## config.mk

```make
export PLATFORM = sky130hd
export DESIGN_NAME = reorder_buffer_flat
export DESIGN_NICKNAME = d
export VERILOG_FILES = /design/src/rtl/reorder_buffer_pkg.sv /design/src/rtl/reorder_buffer_if.sv /design/src/rtl/reorder_buffer_query_port.sv /design/src/rtl/reorder_buffer.sv /design/src/flat_wrapper.sv
export SDC_FILE = /design/constraint.sdc
export NUM_CORES = 2
export LEC_CHECK = 0
export CORE_MARGIN = 1.5
export CORE_UTILIZATION = 40
export DETAILED_ROUTE_END_ITERATION = 16
export SLEW_MARGIN = 10
export SYNTH_ARGS = -nofsm -noshare
export SYNTH_HDL_FRONTEND = slang
export SYNTH_SLANG_ARGS = --single-unit
```

## constraint.sdc

```tcl
create_clock -name clk -period 25.7 [get_ports clk]
set_input_delay 5.14 -clock clk [delete_from_list [all_inputs] [get_ports clk]]
set_output_delay 5.14 -clock clk [all_outputs]
set_load 0.01 [all_outputs]
```

## src/rtl/reorder_buffer_pkg.sv

```systemverilog
// Shared types and sizes for the reorder buffer and its producers (RS, LSB).
package reorder_buffer_pkg;

    localparam int ROB_IDX_W = 4;
    localparam int ROB_DEPTH = 1 << ROB_IDX_W;
    localparam int REG_IDX_W = 5;
    localparam int XLEN      = 32;
    localparam int CNT_W     = ROB_IDX_W + 1;

    typedef logic [ROB_IDX_W-1:0] rob_idx_t;
    typedef logic [REG_IDX_W-1:0] reg_idx_t;
    typedef logic [XLEN-1:0]      word_t;
    typedef logic [CNT_W-1:0]     rob_cnt_t;

    // One result broadcast as seen by the ROB; shared by the RS and LSB buses.
    typedef struct packed {
        logic     valid;
        rob_idx_t pos;
        word_t    val;
    } cdb_t;

    // Where fetch must resume after a mispredicted branch retires.
    function automatic word_t redirect_pc(input logic taken, input word_t target, input word_t pc);
        return taken ? target : pc + XLEN'(4);
    endfunction

endpackage

```

## src/rtl/reorder_buffer_if.sv

```systemverilog
// Dispatch, CDB, operand-query and retire signals of the reorder buffer.
// slave = the ROB itself, master = the surrounding pipeline.
interface reorder_buffer_if;
    import reorder_buffer_pkg::*;

    logic     alloc_valid;
    reg_idx_t alloc_rd;
    logic     alloc_is_branch;
    logic     alloc_pred_taken;
    word_t    alloc_pc;
    rob_idx_t alloc_pos;
    logic     rob_full;

    logic     cdb_rs_valid;
    rob_idx_t cdb_rs_rob_pos;
    word_t    cdb_rs_val;
    logic     cdb_rs_taken;
    word_t    cdb_rs_target;

    logic     cdb_lsb_valid;
    rob_idx_t cdb_lsb_rob_pos;
    word_t    cdb_lsb_val;

    rob_idx_t query1_pos;
    rob_idx_t query2_pos;
    logic     query1_ready;
    logic     query2_ready;
    word_t    query1_val;
    word_t    query2_val;

    logic     commit_valid;
    reg_idx_t commit_rd;
    word_t    commit_val;
    rob_idx_t commit_rob_pos;
    logic     flush;
    word_t    flush_pc;

    modport slave (
        input  alloc_valid, alloc_rd, alloc_is_branch, alloc_pred_taken, alloc_pc,
        output alloc_pos, rob_full,
        input  cdb_rs_valid, cdb_rs_rob_pos, cdb_rs_val, cdb_rs_taken, cdb_rs_target,
        input  cdb_lsb_valid, cdb_lsb_rob_pos, cdb_lsb_val,
        input  query1_pos, query2_pos,
        output query1_ready, query2_ready, query1_val, query2_val,
        output commit_valid, commit_rd, commit_val, commit_rob_pos, flush, flush_pc
    );

    modport master (
        output alloc_valid, alloc_rd, alloc_is_branch, alloc_pred_taken, alloc_pc,
        input  alloc_pos, rob_full,
        output cdb_rs_valid, cdb_rs_rob_pos, cdb_rs_val, cdb_rs_taken, cdb_rs_target,
        output cdb_lsb_valid, cdb_lsb_rob_pos, cdb_lsb_val,
        output query1_pos, query2_pos,
        input  query1_ready, query2_ready, query1_val, query2_val,
        input  commit_valid, commit_rd, commit_val, commit_rob_pos, flush, flush_pc
    );

endinterface

```

## src/rtl/reorder_buffer_query_port.sv

```systemverilog
// Operand lookup for dispatch: a finished value comes either from the ROB
// entry itself or, in the cycle it is produced, straight off a CDB.
module reorder_buffer_query_port
    import reorder_buffer_pkg::*;
(
    input  rob_idx_t                        i_pos,
    input  logic [ROB_DEPTH-1:0]            i_busy,
    input  logic [ROB_DEPTH-1:0]            i_ready,
    input  logic [ROB_DEPTH-1:0][XLEN-1:0]  i_val,
    input  cdb_t                            i_cdb_rs,
    input  cdb_t                            i_cdb_lsb,
    output logic                            o_ready,
    output word_t                           o_val
);

    logic w_rs_hit;
    logic w_lsb_hit;
    logic w_stored_hit;

    assign w_rs_hit     = i_cdb_rs.valid  && (i_cdb_rs.pos  == i_pos);
    assign w_lsb_hit    = i_cdb_lsb.valid && (i_cdb_lsb.pos == i_pos);
    assign w_stored_hit = i_busy[i_pos] && i_ready[i_pos];

    // Bypass priority: RS broadcast, then LSB broadcast, then the stored value.
    always_comb begin
        o_ready = 1'b0;
        o_val   = '0;
        if (w_rs_hit) begin
            o_ready = 1'b1;
            o_val   = i_cdb_rs.val;
        end else if (w_lsb_hit) begin
            o_ready = 1'b1;
            o_val   = i_cdb_lsb.val;
        end else if (w_stored_hit) begin
            o_ready = 1'b1;
            o_val   = i_val[i_pos];
        end
    end

endmodule

```

## src/rtl/reorder_buffer.sv

```systemverilog
// 16-entry circular reorder buffer: allocates tags at dispatch, collects CDB
// results, retires in program order and raises a flush on a mispredicted branch.
module reorder_buffer
    import reorder_buffer_pkg::*;
(
    input  logic              clk,
    input  logic              rst,
    input  logic              i_rdy,
    reorder_buffer_if.slave   io_rob
);

    rob_idx_t r_head;
    rob_idx_t r_tail;
    rob_cnt_t r_count;

    logic [ROB_DEPTH-1:0]           r_busy;
    logic [ROB_DEPTH-1:0]           r_ready;
    logic [ROB_DEPTH-1:0]           r_is_branch;
    logic [ROB_DEPTH-1:0]           r_pred;
    logic [ROB_DEPTH-1:0]           r_taken;
    logic [ROB_DEPTH-1:0][XLEN-1:0] r_val;
    reg_idx_t                       r_rd     [ROB_DEPTH];
    word_t                          r_target [ROB_DEPTH];
    word_t                          r_pc     [ROB_DEPTH];

    logic     r_commit_valid;
    reg_idx_t r_commit_rd;
    word_t    r_commit_val;
    rob_idx_t r_commit_rob_pos;
    logic     r_flush;
    word_t    r_flush_pc;

    logic w_full;
    logic w_alloc_acc;
    logic w_commit;
    logic w_mispredict;
    logic w_rs_wr;
    logic w_lsb_wr;
    cdb_t w_cdb_rs;
    cdb_t w_cdb_lsb;
    logic w_q1_ready;
    logic w_q2_ready;
    word_t w_q1_val;
    word_t w_q2_val;

    assign w_cdb_rs  = '{valid: io_rob.cdb_rs_valid,  pos: io_rob.cdb_rs_rob_pos,  val: io_rob.cdb_rs_val};
    assign w_cdb_lsb = '{valid: io_rob.cdb_lsb_valid, pos: io_rob.cdb_lsb_rob_pos, val: io_rob.cdb_lsb_val};

    // Full is judged on the pre-edge count, so a same-cycle pop never frees a slot early.
    assign w_full       = (r_count == rob_cnt_t'(ROB_DEPTH));
    assign w_alloc_acc  = i_rdy && io_rob.alloc_valid && !w_full;
    assign w_commit     = i_rdy && (r_count != '0) && r_ready[r_head];
    assign w_mispredict = w_commit && r_is_branch[r_head] && (r_taken[r_head] != r_pred[r_head]);

    // Results aimed at idle entries are stale and dropped; RS wins a same-entry collision.
    assign w_rs_wr  = w_cdb_rs.valid && r_busy[w_cdb_rs.pos];
    assign w_lsb_wr = w_cdb_lsb.valid && r_busy[w_cdb_lsb.pos]
                      && !(w_cdb_rs.valid && (w_cdb_rs.pos == w_cdb_lsb.pos));

    // Head/tail pointers and occupancy; a flush empties the buffer and drops any allocate.
    always_ff @(posedge clk) begin
        if (rst) begin
            r_head  <= '0;
            r_tail  <= '0;
            r_count <= '0;
        end else if (i_rdy) begin
            if (w_mispredict) begin
                r_head  <= '0;
                r_tail  <= '0;
                r_count <= '0;
            end else begin
                if (w_commit) begin
                    r_head <= r_head + 1'b1;
                end
                if (w_alloc_acc) begin
                    r_tail <= r_tail + 1'b1;
                end
                r_count <= r_count + rob_cnt_t'(w_alloc_acc) - rob_cnt_t'(w_commit);
            end
        end
    end

    // Per-entry state: CDB writeback, retire, flush and allocation, in that priority order.
    always_ff @(posedge clk) begin
        if (rst) begin
            r_busy  <= '0;
            r_ready <= '0;
        end else if (i_rdy) begin
            if (w_rs_wr) begin
                r_ready[w_cdb_rs.pos]  <= 1'b1;
                r_val[w_cdb_rs.pos]    <= w_cdb_rs.val;
                r_taken[w_cdb_rs.pos]  <= io_rob.cdb_rs_taken;
                r_target[w_cdb_rs.pos] <= io_rob.cdb_rs_target;
            end
            if (w_lsb_wr) begin
                r_ready[w_cdb_lsb.pos] <= 1'b1;
                r_val[w_cdb_lsb.pos]   <= w_cdb_lsb.val;
            end
            if (w_commit) begin
                r_busy[r_head]  <= 1'b0;
                r_ready[r_head] <= 1'b0;
            end
            if (w_mispredict) begin
                r_busy  <= '0;
                r_ready <= '0;
            end else if (w_alloc_acc) begin
                r_busy[r_tail]      <= 1'b1;
                r_ready[r_tail]     <= 1'b0;
                r_rd[r_tail]        <= io_rob.alloc_rd;
                r_is_branch[r_tail] <= io_rob.alloc_is_branch;
                r_pred[r_tail]      <= io_rob.alloc_pred_taken;
                r_pc[r_tail]        <= io_rob.alloc_pc;
                r_taken[r_tail]     <= 1'b0;
                r_target[r_tail]    <= '0;
                r_val[r_tail]       <= '0;
            end
        end
    end

    // Registered retire and redirect pulses; both forced low while the pipeline is stalled.
    always_ff @(posedge clk) begin
        if (rst) begin
            r_commit_valid   <= 1'b0;
            r_commit_rd      <= '0;
            r_commit_val     <= '0;
            r_commit_rob_pos <= '0;
            r_flush          <= 1'b0;
            r_flush_pc       <= '0;
        end else if (!i_rdy) begin
            r_commit_valid <= 1'b0;
            r_flush        <= 1'b0;
        end else begin
            r_commit_valid <= w_commit;
            r_flush        <= w_mispredict;
            if (w_commit) begin
                r_commit_rd      <= r_rd[r_head];
                r_commit_val     <= r_val[r_head];
                r_commit_rob_pos <= r_head;
            end
            if (w_mispredict) begin
                r_flush_pc <= redirect_pc(r_taken[r_head], r_target[r_head], r_pc[r_head]);
            end
        end
    end

    reorder_buffer_query_port u_query1 (
        .i_pos     (io_rob.query1_pos),
        .i_busy    (r_busy),
        .i_ready   (r_ready),
        .i_val     (r_val),
        .i_cdb_rs  (w_cdb_rs),
        .i_cdb_lsb (w_cdb_lsb),
        .o_ready   (w_q1_ready),
        .o_val     (w_q1_val)
    );

    reorder_buffer_query_port u_query2 (
        .i_pos     (io_rob.query2_pos),
        .i_busy    (r_busy),
        .i_ready   (r_ready),
        .i_val     (r_val),
        .i_cdb_rs  (w_cdb_rs),
        .i_cdb_lsb (w_cdb_lsb),
        .o_ready   (w_q2_ready),
        .o_val     (w_q2_val)
    );

    assign io_rob.alloc_pos      = r_tail;
    assign io_rob.rob_full       = w_full;
    assign io_rob.query1_ready   = w_q1_ready;
    assign io_rob.query1_val     = w_q1_val;
    assign io_rob.query2_ready   = w_q2_ready;
    assign io_rob.query2_val     = w_q2_val;
    assign io_rob.commit_valid   = r_commit_valid;
    assign io_rob.commit_rd      = r_commit_rd;
    assign io_rob.commit_val     = r_commit_val;
    assign io_rob.commit_rob_pos = r_commit_rob_pos;
    assign io_rob.flush          = r_flush;
    assign io_rob.flush_pc       = r_flush_pc;

    // Two result buses naming the same entry in one cycle is a producer bug.
    a_cdb_same_pos: assert property (@(posedge clk) disable iff (rst)
        !(io_rob.cdb_rs_valid && io_rob.cdb_lsb_valid
          && (io_rob.cdb_rs_rob_pos == io_rob.cdb_lsb_rob_pos)));

endmodule

```

## src/flat_wrapper.sv

```systemverilog
// flat-port wrapper written by rule: the top's interface ports become plain ports
module reorder_buffer_flat import reorder_buffer_pkg::*;
  (clk, rst, i_rdy, io_rob_alloc_valid, io_rob_alloc_rd, io_rob_alloc_is_branch, io_rob_alloc_pred_taken, io_rob_alloc_pc, io_rob_alloc_pos, io_rob_rob_full, io_rob_cdb_rs_valid, io_rob_cdb_rs_rob_pos, io_rob_cdb_rs_val, io_rob_cdb_rs_taken, io_rob_cdb_rs_target, io_rob_cdb_lsb_valid, io_rob_cdb_lsb_rob_pos, io_rob_cdb_lsb_val, io_rob_query1_pos, io_rob_query2_pos, io_rob_query1_ready, io_rob_query2_ready, io_rob_query1_val, io_rob_query2_val, io_rob_commit_valid, io_rob_commit_rd, io_rob_commit_val, io_rob_commit_rob_pos, io_rob_flush, io_rob_flush_pc);
  reorder_buffer_if io_rob_i ();
  input  logic clk;
  input  logic rst;
  input  logic i_rdy;
  input wire logic [$bits(io_rob_i.alloc_valid)-1:0] io_rob_alloc_valid;
  input wire logic [$bits(io_rob_i.alloc_rd)-1:0] io_rob_alloc_rd;
  input wire logic [$bits(io_rob_i.alloc_is_branch)-1:0] io_rob_alloc_is_branch;
  input wire logic [$bits(io_rob_i.alloc_pred_taken)-1:0] io_rob_alloc_pred_taken;
  input wire logic [$bits(io_rob_i.alloc_pc)-1:0] io_rob_alloc_pc;
  output wire logic [$bits(io_rob_i.alloc_pos)-1:0] io_rob_alloc_pos;
  output wire logic [$bits(io_rob_i.rob_full)-1:0] io_rob_rob_full;
  input wire logic [$bits(io_rob_i.cdb_rs_valid)-1:0] io_rob_cdb_rs_valid;
  input wire logic [$bits(io_rob_i.cdb_rs_rob_pos)-1:0] io_rob_cdb_rs_rob_pos;
  input wire logic [$bits(io_rob_i.cdb_rs_val)-1:0] io_rob_cdb_rs_val;
  input wire logic [$bits(io_rob_i.cdb_rs_taken)-1:0] io_rob_cdb_rs_taken;
  input wire logic [$bits(io_rob_i.cdb_rs_target)-1:0] io_rob_cdb_rs_target;
  input wire logic [$bits(io_rob_i.cdb_lsb_valid)-1:0] io_rob_cdb_lsb_valid;
  input wire logic [$bits(io_rob_i.cdb_lsb_rob_pos)-1:0] io_rob_cdb_lsb_rob_pos;
  input wire logic [$bits(io_rob_i.cdb_lsb_val)-1:0] io_rob_cdb_lsb_val;
  input wire logic [$bits(io_rob_i.query1_pos)-1:0] io_rob_query1_pos;
  input wire logic [$bits(io_rob_i.query2_pos)-1:0] io_rob_query2_pos;
  output wire logic [$bits(io_rob_i.query1_ready)-1:0] io_rob_query1_ready;
  output wire logic [$bits(io_rob_i.query2_ready)-1:0] io_rob_query2_ready;
  output wire logic [$bits(io_rob_i.query1_val)-1:0] io_rob_query1_val;
  output wire logic [$bits(io_rob_i.query2_val)-1:0] io_rob_query2_val;
  output wire logic [$bits(io_rob_i.commit_valid)-1:0] io_rob_commit_valid;
  output wire logic [$bits(io_rob_i.commit_rd)-1:0] io_rob_commit_rd;
  output wire logic [$bits(io_rob_i.commit_val)-1:0] io_rob_commit_val;
  output wire logic [$bits(io_rob_i.commit_rob_pos)-1:0] io_rob_commit_rob_pos;
  output wire logic [$bits(io_rob_i.flush)-1:0] io_rob_flush;
  output wire logic [$bits(io_rob_i.flush_pc)-1:0] io_rob_flush_pc;
  assign io_rob_i.alloc_valid = io_rob_alloc_valid;
  assign io_rob_i.alloc_rd = io_rob_alloc_rd;
  assign io_rob_i.alloc_is_branch = io_rob_alloc_is_branch;
  assign io_rob_i.alloc_pred_taken = io_rob_alloc_pred_taken;
  assign io_rob_i.alloc_pc = io_rob_alloc_pc;
  assign io_rob_alloc_pos = io_rob_i.alloc_pos;
  assign io_rob_rob_full = io_rob_i.rob_full;
  assign io_rob_i.cdb_rs_valid = io_rob_cdb_rs_valid;
  assign io_rob_i.cdb_rs_rob_pos = io_rob_cdb_rs_rob_pos;
  assign io_rob_i.cdb_rs_val = io_rob_cdb_rs_val;
  assign io_rob_i.cdb_rs_taken = io_rob_cdb_rs_taken;
  assign io_rob_i.cdb_rs_target = io_rob_cdb_rs_target;
  assign io_rob_i.cdb_lsb_valid = io_rob_cdb_lsb_valid;
  assign io_rob_i.cdb_lsb_rob_pos = io_rob_cdb_lsb_rob_pos;
  assign io_rob_i.cdb_lsb_val = io_rob_cdb_lsb_val;
  assign io_rob_i.query1_pos = io_rob_query1_pos;
  assign io_rob_i.query2_pos = io_rob_query2_pos;
  assign io_rob_query1_ready = io_rob_i.query1_ready;
  assign io_rob_query2_ready = io_rob_i.query2_ready;
  assign io_rob_query1_val = io_rob_i.query1_val;
  assign io_rob_query2_val = io_rob_i.query2_val;
  assign io_rob_commit_valid = io_rob_i.commit_valid;
  assign io_rob_commit_rd = io_rob_i.commit_rd;
  assign io_rob_commit_val = io_rob_i.commit_val;
  assign io_rob_commit_rob_pos = io_rob_i.commit_rob_pos;
  assign io_rob_flush = io_rob_i.flush;
  assign io_rob_flush_pc = io_rob_i.flush_pc;
  reorder_buffer u_core (.clk(clk), .rst(rst), .i_rdy(i_rdy), .io_rob(io_rob_i));
endmodule
```

### Yosys cells after proc, flatten, opt, wreduce, memory -nomap -nowiden

Memory sizes are Yosys's and may differ from the RTL's. A register that Yosys moved wholly into a read port is not among the register bits.
Index checks and enable logic that the tools add are counted.

* bits in registers: 675
* RAM bits: 1104
* input port bits: 158
* output and inout bits: 146
* memories: 3

Memories
* u_core.r_pc: depth 16, width 32, read ports 1, clocked after memory_dff 1, write ports 1, RTL line reorder_buffer.sv:24 `word_t r_pc [ROB_DEPTH];`
* u_core.r_target: depth 16, width 32, read ports 1, clocked after memory_dff 1, write ports 2, RTL line reorder_buffer.sv:23 `word_t r_target [ROB_DEPTH];`
* u_core.r_rd: depth 16, width 5, read ports 1, clocked after memory_dff 1, write ports 1, RTL line reorder_buffer.sv:22 `reg_idx_t r_rd [ROB_DEPTH];`

* add/sub/neg operators: 5
* $lt $le $gt $ge: 10
* equal/unequal tests: 7
* muxes and demuxes: 105
* bitwise logic cells: 14
* reductions and logical operators: 32

Operator list (count)
* 2-to-1 mux 512 bit: 8
* bitwise mux 512 bit: 2
* bitwise AND 512 bit: 1
* inverter 512 bit: 1
* 2-to-1 mux 32 bit: 13
* binary-select mux 32 bit (select 4 bit): 3
* demux 32 bit (select 4 bit): 3
* 2-to-1 mux 16 bit: 21
* bitwise AND 16 bit: 4
* bitwise mux 16 bit: 3
* OR 16 bit: 3
* binary-select mux 1 bit (select 4 bit): 10
* adder 32 x 3 -> 32 bit, second input constant: 1
* 2-to-1 mux 4 bit: 8
* inverter 16 bit: 2
* < comparator 4 x 5 -> 1 bit, second input constant: 6
* 2-to-1 mux 1 bit: 29
* equality test 4 bit: 5
* logical AND 1 bit: 20
* demux 1 bit (select 4 bit): 4
* greater-or-equal comparator 4 x 1 -> 1 bit, second input constant: 4
* AND reduction 2 bit: 5
* adder 4 x 1 -> 4 bit, second input constant: 2
* adder 5 x 1 -> 5 bit: 1
* other kinds (10): 14

### Depth between registers and ports, before layout

* depth after elaboration: 19
* gate-level depth with buffers: 20
* mapped depth without buffers: 18

### Modules after synthesis

A second synthesis with hierarchy kept.

* cells, all modules: 7608
* area total of the unflattened synthesis: 93827.5 µm²

Modules (own cells, without submodules)
* reorder_buffer: times used 1, cells each 6874, area each 84255.8 µm², sequential area each 47325.4 µm²
* reorder_buffer_query_port: times used 2, cells each 367, area each 4785.8 µm², sequential area each 0.0 µm²

### Worst setup path before layout

Ideal clock, no wire load.

* path type: input -> register
* start point: input port i_rdy
* end point: memory u_core.r_target[0][22] (netlist name)
* setup time: 202 ps
* arrival time: 22771 ps
* required time: 25498 ps
* setup slack: 2727 ps
* cell stages on the path: 8
* buffers on the path: 4
* cell sequence: clkbuf_1 > nor2b_1 > clkbuf_1 > buf_1 > nand2_1 > clkbuf_1 > nand2_1 > a21oi_1

RTL lines
* from (decl): RTL line flat_wrapper.sv:7 `input logic i_rdy;`
* to (decl): RTL line reorder_buffer.sv:23

### Worst setup path after layout

* start point: input port io_rob_query1_pos[0]
* end point: output port io_rob_query1_val[31]

* word-level cells in the longest chain between the ends: 6
* elaborated cells on any way between the ends: 14
* classes of those cells: eq/ne: 2; mux: 9; reduce/logical: 3

RTL lines
* from (decl): RTL line flat_wrapper.sv:23 `input wire logic [$bits(io_rob_i.query1_pos)-1:0] io_rob_query1_pos;`
* binary-select mux 1 bit (select 4 bit): RTL line reorder_buffer_query_port.sv:22 `assign w_stored_hit = i_busy[i_pos] && i_ready[i_pos];`
* 2-to-1 mux 1 bit (not written as such): RTL line reorder_buffer_query_port.sv:22
* logical AND 1 bit: RTL line reorder_buffer_query_port.sv:22
* 2-to-1 mux 32 bit: RTL line reorder_buffer_query_port.sv:34 `end else if (w_stored_hit) begin`
* 2-to-1 mux 32 bit: RTL line reorder_buffer_query_port.sv:31 `end else if (w_lsb_hit) begin`
* 2-to-1 mux 32 bit (*): RTL line reorder_buffer_query_port.sv:28 `if (w_rs_hit) begin`
* to (decl): RTL line flat_wrapper.sv:27 `output wire logic [$bits(io_rob_i.query1_val)-1:0] io_rob_query1_val;`

Every way passes the cells marked *; elsewhere a longest branch is shown, timed or not. The select of a mux whose other input is x is not followed.

==> flow_summary.rst <==
.. list-table::
   :header-rows: 1

   * - Metric
     - Value
   * - Run status
     - complete, no violations
   * - Uppermost layer routed
     - met5
   * - Fraction of the core area covered by cells at the end of the flow
     - 45.3%
   * - Buffer cell driving the clock tree root
     - sky130_fd_sc_hd__clkbuf_16
   * - Post-route setup slack
     - 11.04 ns
   * - Detailed placer's ending HPWL
     - 188,000 µm
   * - Post-Route Skew
     - 0.105 ns
   * - Final Net Count
     - 7,719
   * - Synth async-reset ratio
     - 0%
   * - Global-route usage over all layers
     - 28.4%
   * - Average via count per standard cell
     - 6.44
   * - Maximum number of pins on one net before global-route repair
     - 179
   * - # hold bufs at CTS
     - 0
   * - Category of the most critical setup path
     - input port to output port
   * - Startpoint Class
     - input port
   * - Global-route wire length before repair
     - 492,000 µm
   * - Total clock buffers created by CTS
     - 194
   * - Clock sink count
     - 1,788
   * - Power density relative to cell area
     - 60.7 nW/µm²
   * - Worst rel slew slack
     - 12.6%
   * - Length in cells of the worst reg-to-reg path
     - 12
   * - DRC violation count after routing
     - 0
   * - Clock period minus final worst setup slack
     - 14.66 ns
   * - Number of post-CTS setup repair buffers
     - 0
   * - TritonCTS clock tree
     - done
   * - Setup violations, final
     - 0
   * - Cell area after placement
     - 98,900 µm²
   * - Number of optimization iterations in the first detailed-route pass
     - 6
   * - Endpoint of the worst-slack reg-to-reg timing path
     - u_core.r_pc[0][9]$_DFFE_PP_
   * - Vias
     - 69.9k
   * - Sequential share of the synthesized area
     - 50.5%
   * - Sum of negative setup slack
     - 0 ns
   * - Maximum buffer depth of the clock tree
     - 3
   * - Die width
     - 487 µm
   * - Req. time, crit path
     - 20.56 ns
   * - Final Hold Slack
     - 0.448 ns
   * - Initial Utilization
     - 40.2%
   * - Ratio of final minimum period to clock period
     - 57.0%
   * - Max-cap viol count
     - 0
   * - Die area
     - 237,000 µm²
   * - Buffers on Ports
     - 303
   * - Clock slew seen by the registers of the worst setup and hold paths
     - 0.06 ns
   * - Critical path peak fanout
     - 62
   * - Top flip-flop cell by instance count after synthesis
     - sky130_fd_sc_hd__edfxtp_1
   * - Number of instances in the synthesized netlist
     - 7,760
   * - Antenna violation net count after detailed routing
     - 0
   * - Routed wire length
     - 344,000 µm
   * - Worst-case setup slack after placement
     - 11.26 ns
   * - PostCTS Resize Cnt
     - 0
   * - Top achievable clock speed
     - 0.0682 GHz
   * - RSZ-0062 raised after global routing
     - false
   * - Actual transition at the worst max-transition pin
     - 1.30 ns
   * - Max rail drop VDD
     - 61.2 µV
   * - Distinct cell type count of the synthesized netlist
     - 70
   * - Number of synthesized register bits
     - 1,788
   * - Skew-Pair Late Insertion Delay
     - 0.91 ns
   * - Cell area after layout
     - 106,000 µm²
   * - Non-filler instance count after layout
     - 10.9k
   * - Share of layout cells above drive strength 1
     - 18.3%
   * - Core box area
     - 233,000 µm²
   * - Count of warnings emitted by yosys
     - 0
   * - Total routed wire length on the met1 layer
     - 128,000 µm
   * - Remaining Overflow, GRT
     - 0
   * - Routability congestion estimate
     - 0.868
   * - Commonest non-fill, non-tap cell in the layout
     - sky130_fd_sc_hd__nand2_1
   * - Power after layout
     - 6.40 mW
   * - Post-synthesis area per instance
     - 12.1 µm²
   * - Post-Synthesis Cell Area
     - 93,600 µm²
   * - Die extent in y
     - 487 µm
   * - DR WL met2
     - 159,000 µm
   * - Final Hold Viols
     - 0
   * - Number of synthesized flops with an enable pin
     - 1,152
   * - Num rows
     - 177
   * - Number of top-level pins
     - 304
   * - Initial antenna violation count
     - 39
   * - Critical path data arrival time
     - 9.52 ns
   * - WL met3
     - 38,200 µm
   * - Worst hold path class
     - flop to flop
   * - Initial DRC Count
     - 9,314
   * - Cell depth of the worst min-delay path
     - 2
   * - Setup slack, reg-to-reg
     - 18.56 ns
   * - Most frequent cells in the layout
     - sky130_fd_sc_hd__nand2_1, sky130_fd_sc_hd__edfxtp_1, sky130_fd_sc_hd__mux4_2
   * - Detail-routed net length per standard cell
     - 31.7 µm
   * - Number of instances in the placed design
     - 10.5k
   * - Syn nets
     - 7,934
   * - Area growth from synthesis to final layout
     - 12.7%
   * - Startpoint of the most critical register-to-register path
     - u_core.r_head[1]$_SDFFE_PP0P_
   * - Worst-case hold path end point
     - u_core.io_rob.commit_val[20]$_SDFFE_PP0P_
   * - Via count of the first global-routing pass
     - 68.3k
   * - H-tree depth
     - 4
   * - Source of the worst hold timing path
     - u_core.io_rob.commit_val[20]$_SDFFE_PP0P_
   * - Critical path endpoint category
     - output port
   * - Max-slew violations
     - 0
   * - Static power due to leakage
     - 31.9 nW
metal layers:
metal	up-vias	global-route usage (%)
met1	35343	36.8
met3	985	6.78
met4	34	14.2
met2	4630	44.7
met5	-	0
li1	28889	-
critical path, stage by stage:
cell and delay [ns]:
sky130_fd_sc_hd__buf_8 0.56, sky130_fd_sc_hd__buf_4 0.65, sky130_fd_sc_hd__xor2_1 0.16, sky130_fd_sc_hd__nor4_2 0.86, sky130_fd_sc_hd__buf_4 0.53, sky130_fd_sc_hd__a21oi_1 0.12
sky130_fd_sc_hd__o21ai_0 0.72, sky130_fd_sc_hd__clkdlybuf4s50_1 0.68
state kept, by name (all words and copies together), names as in the netlist, named ones only:
| register | cells |
|---|---|
| u_core.io_rob.flush_pc | 32 |
| u_core.r_ready | 16 |
| u_core.io_rob.commit_val | 32 |
| u_core.r_is_branch | 16 |
| u_core.r_head | 4 |
| u_core.io_rob.flush | 1 |
| u_core.io_rob.commit_rd | 5 |
| u_core.io_rob.commit_valid | 1 |
| u_core.io_rob.alloc_pos | 4 |
| u_core.r_val | 512 |
| u_core.io_rob.commit_rob_pos | 4 |
| u_core.r_busy | 16 |
| u_core.r_pred | 16 |
| u_core.r_count | 5 |
| u_core.r_pc | 512 |
| u_core.r_target | 512 |
| u_core.r_rd | 80 |
| u_core.r_taken | 16 |
worst max-delay path by stage:
stage,startpoint,endpoint,slack [ns],depth (start not counted)
floorplan,i_rdy,u_core.r_target[0][22]$_SDFFE_PP0P_,2.73,8
detailed placement,io_rob_query1_pos[0],io_rob_query1_val[31],11.26,8
CTS,io_rob_query1_pos[0],io_rob_query1_val[31],11.25,8
global route,io_rob_query1_pos[0],io_rob_query1_val[12],10.87,9
global placement,io_rob_query1_pos[0],io_rob_query1_val[31],11.25,8
finish,io_rob_query1_pos[0],io_rob_query1_val[31],11.04,8
where the power goes:
| group | internal (mW) | leakage (nW) | switching (mW) | total (mW) |
|---|---|---|---|---|
| logic | 0.168 | 13.0 | 0.215 | 0.384 |
| registers | 3.10 | 15.7 | 0.0399 | 3.14 |
| clock network | 1.62 | 3.19 | 1.25 | 2.88 |
| total | 4.89 | 31.9 | 1.51 | 6.40 |
synthesized netlist by cell type (11+ instances only):
cell	count	area (µm²)
sky130_fd_sc_hd__mux4_2	814	18300
sky130_fd_sc_hd__dfxtp_1	636	12700
sky130_fd_sc_hd__nor3b_1	64	480
sky130_fd_sc_hd__nand2b_1	19	119
sky130_fd_sc_hd__inv_1	22	82.6
sky130_fd_sc_hd__mux2i_1	580	5810
sky130_fd_sc_hd__a211oi_1	516	3870
sky130_fd_sc_hd__ha_1	15	188
sky130_fd_sc_hd__a31oi_1	14	87.6
sky130_fd_sc_hd__nor3_1	55	275
sky130_fd_sc_hd__xnor2_1	26	228
sky130_fd_sc_hd__a221oi_1	20	175
sky130_fd_sc_hd__nand2_1	1307	4910
sky130_fd_sc_hd__nor2b_1	12	75.1
sky130_fd_sc_hd__nor2_1	635	2380
sky130_fd_sc_hd__buf_2	55	275
sky130_fd_sc_hd__nor4_1	17	106
sky130_fd_sc_hd__edfxtp_1	1152	34600
sky130_fd_sc_hd__buf_1	149	559
sky130_fd_sc_hd__buf_4	12	90.1
sky130_fd_sc_hd__o21ai_0	83	415
sky130_fd_sc_hd__a22oi_1	15	113
sky130_fd_sc_hd__a21oi_1	671	3360
sky130_fd_sc_hd__xor2_1	20	175
sky130_fd_sc_hd__and2_1	26	163
sky130_fd_sc_hd__clkbuf_1	638	2390
sky130_fd_sc_hd__buf_6	11	124
sky130_fd_sc_hd__nand4_1	15	93.8
sky130_fd_sc_hd__nand3_1	39	195
area by class of cell:
| cell class | count | area [µm²] |
|---|---|---|
| Tap cell | 3132 | 3920 |
| Multi-Input combinational cell | 5076 | 43300 |
| Sequential cell | 1788 | 47400 |
| Clock buffer | 265 | 5470 |
| Timing Repair Buffer | 461 | 4270 |
| Clock inverter | 94 | 1120 |
| Inverter | 24 | 91.3 |
| Fill cell | 20766 | 127000 |
| Antenna cell | 11 | 27.5 |
kinds of logic (layout without fill, tap and decap cells):
group,count (synthesis),in the layout,share of synthesized area [%]
multiplexers,1406,1406,26.1
XOR/XNOR,46,46,0.430
buffers and inverters,896,844,3.90
adder cells (fa/ha/maj),16,16,0.222
flip-flops,1788,1788,50.5
AND/OR/NAND/NOR,2228,2228,9.73
AO/OA/AOI/OAI,1380,1380,9.11
other,0,11,0
Note: power is estimated with default switching activity, not from simulation.
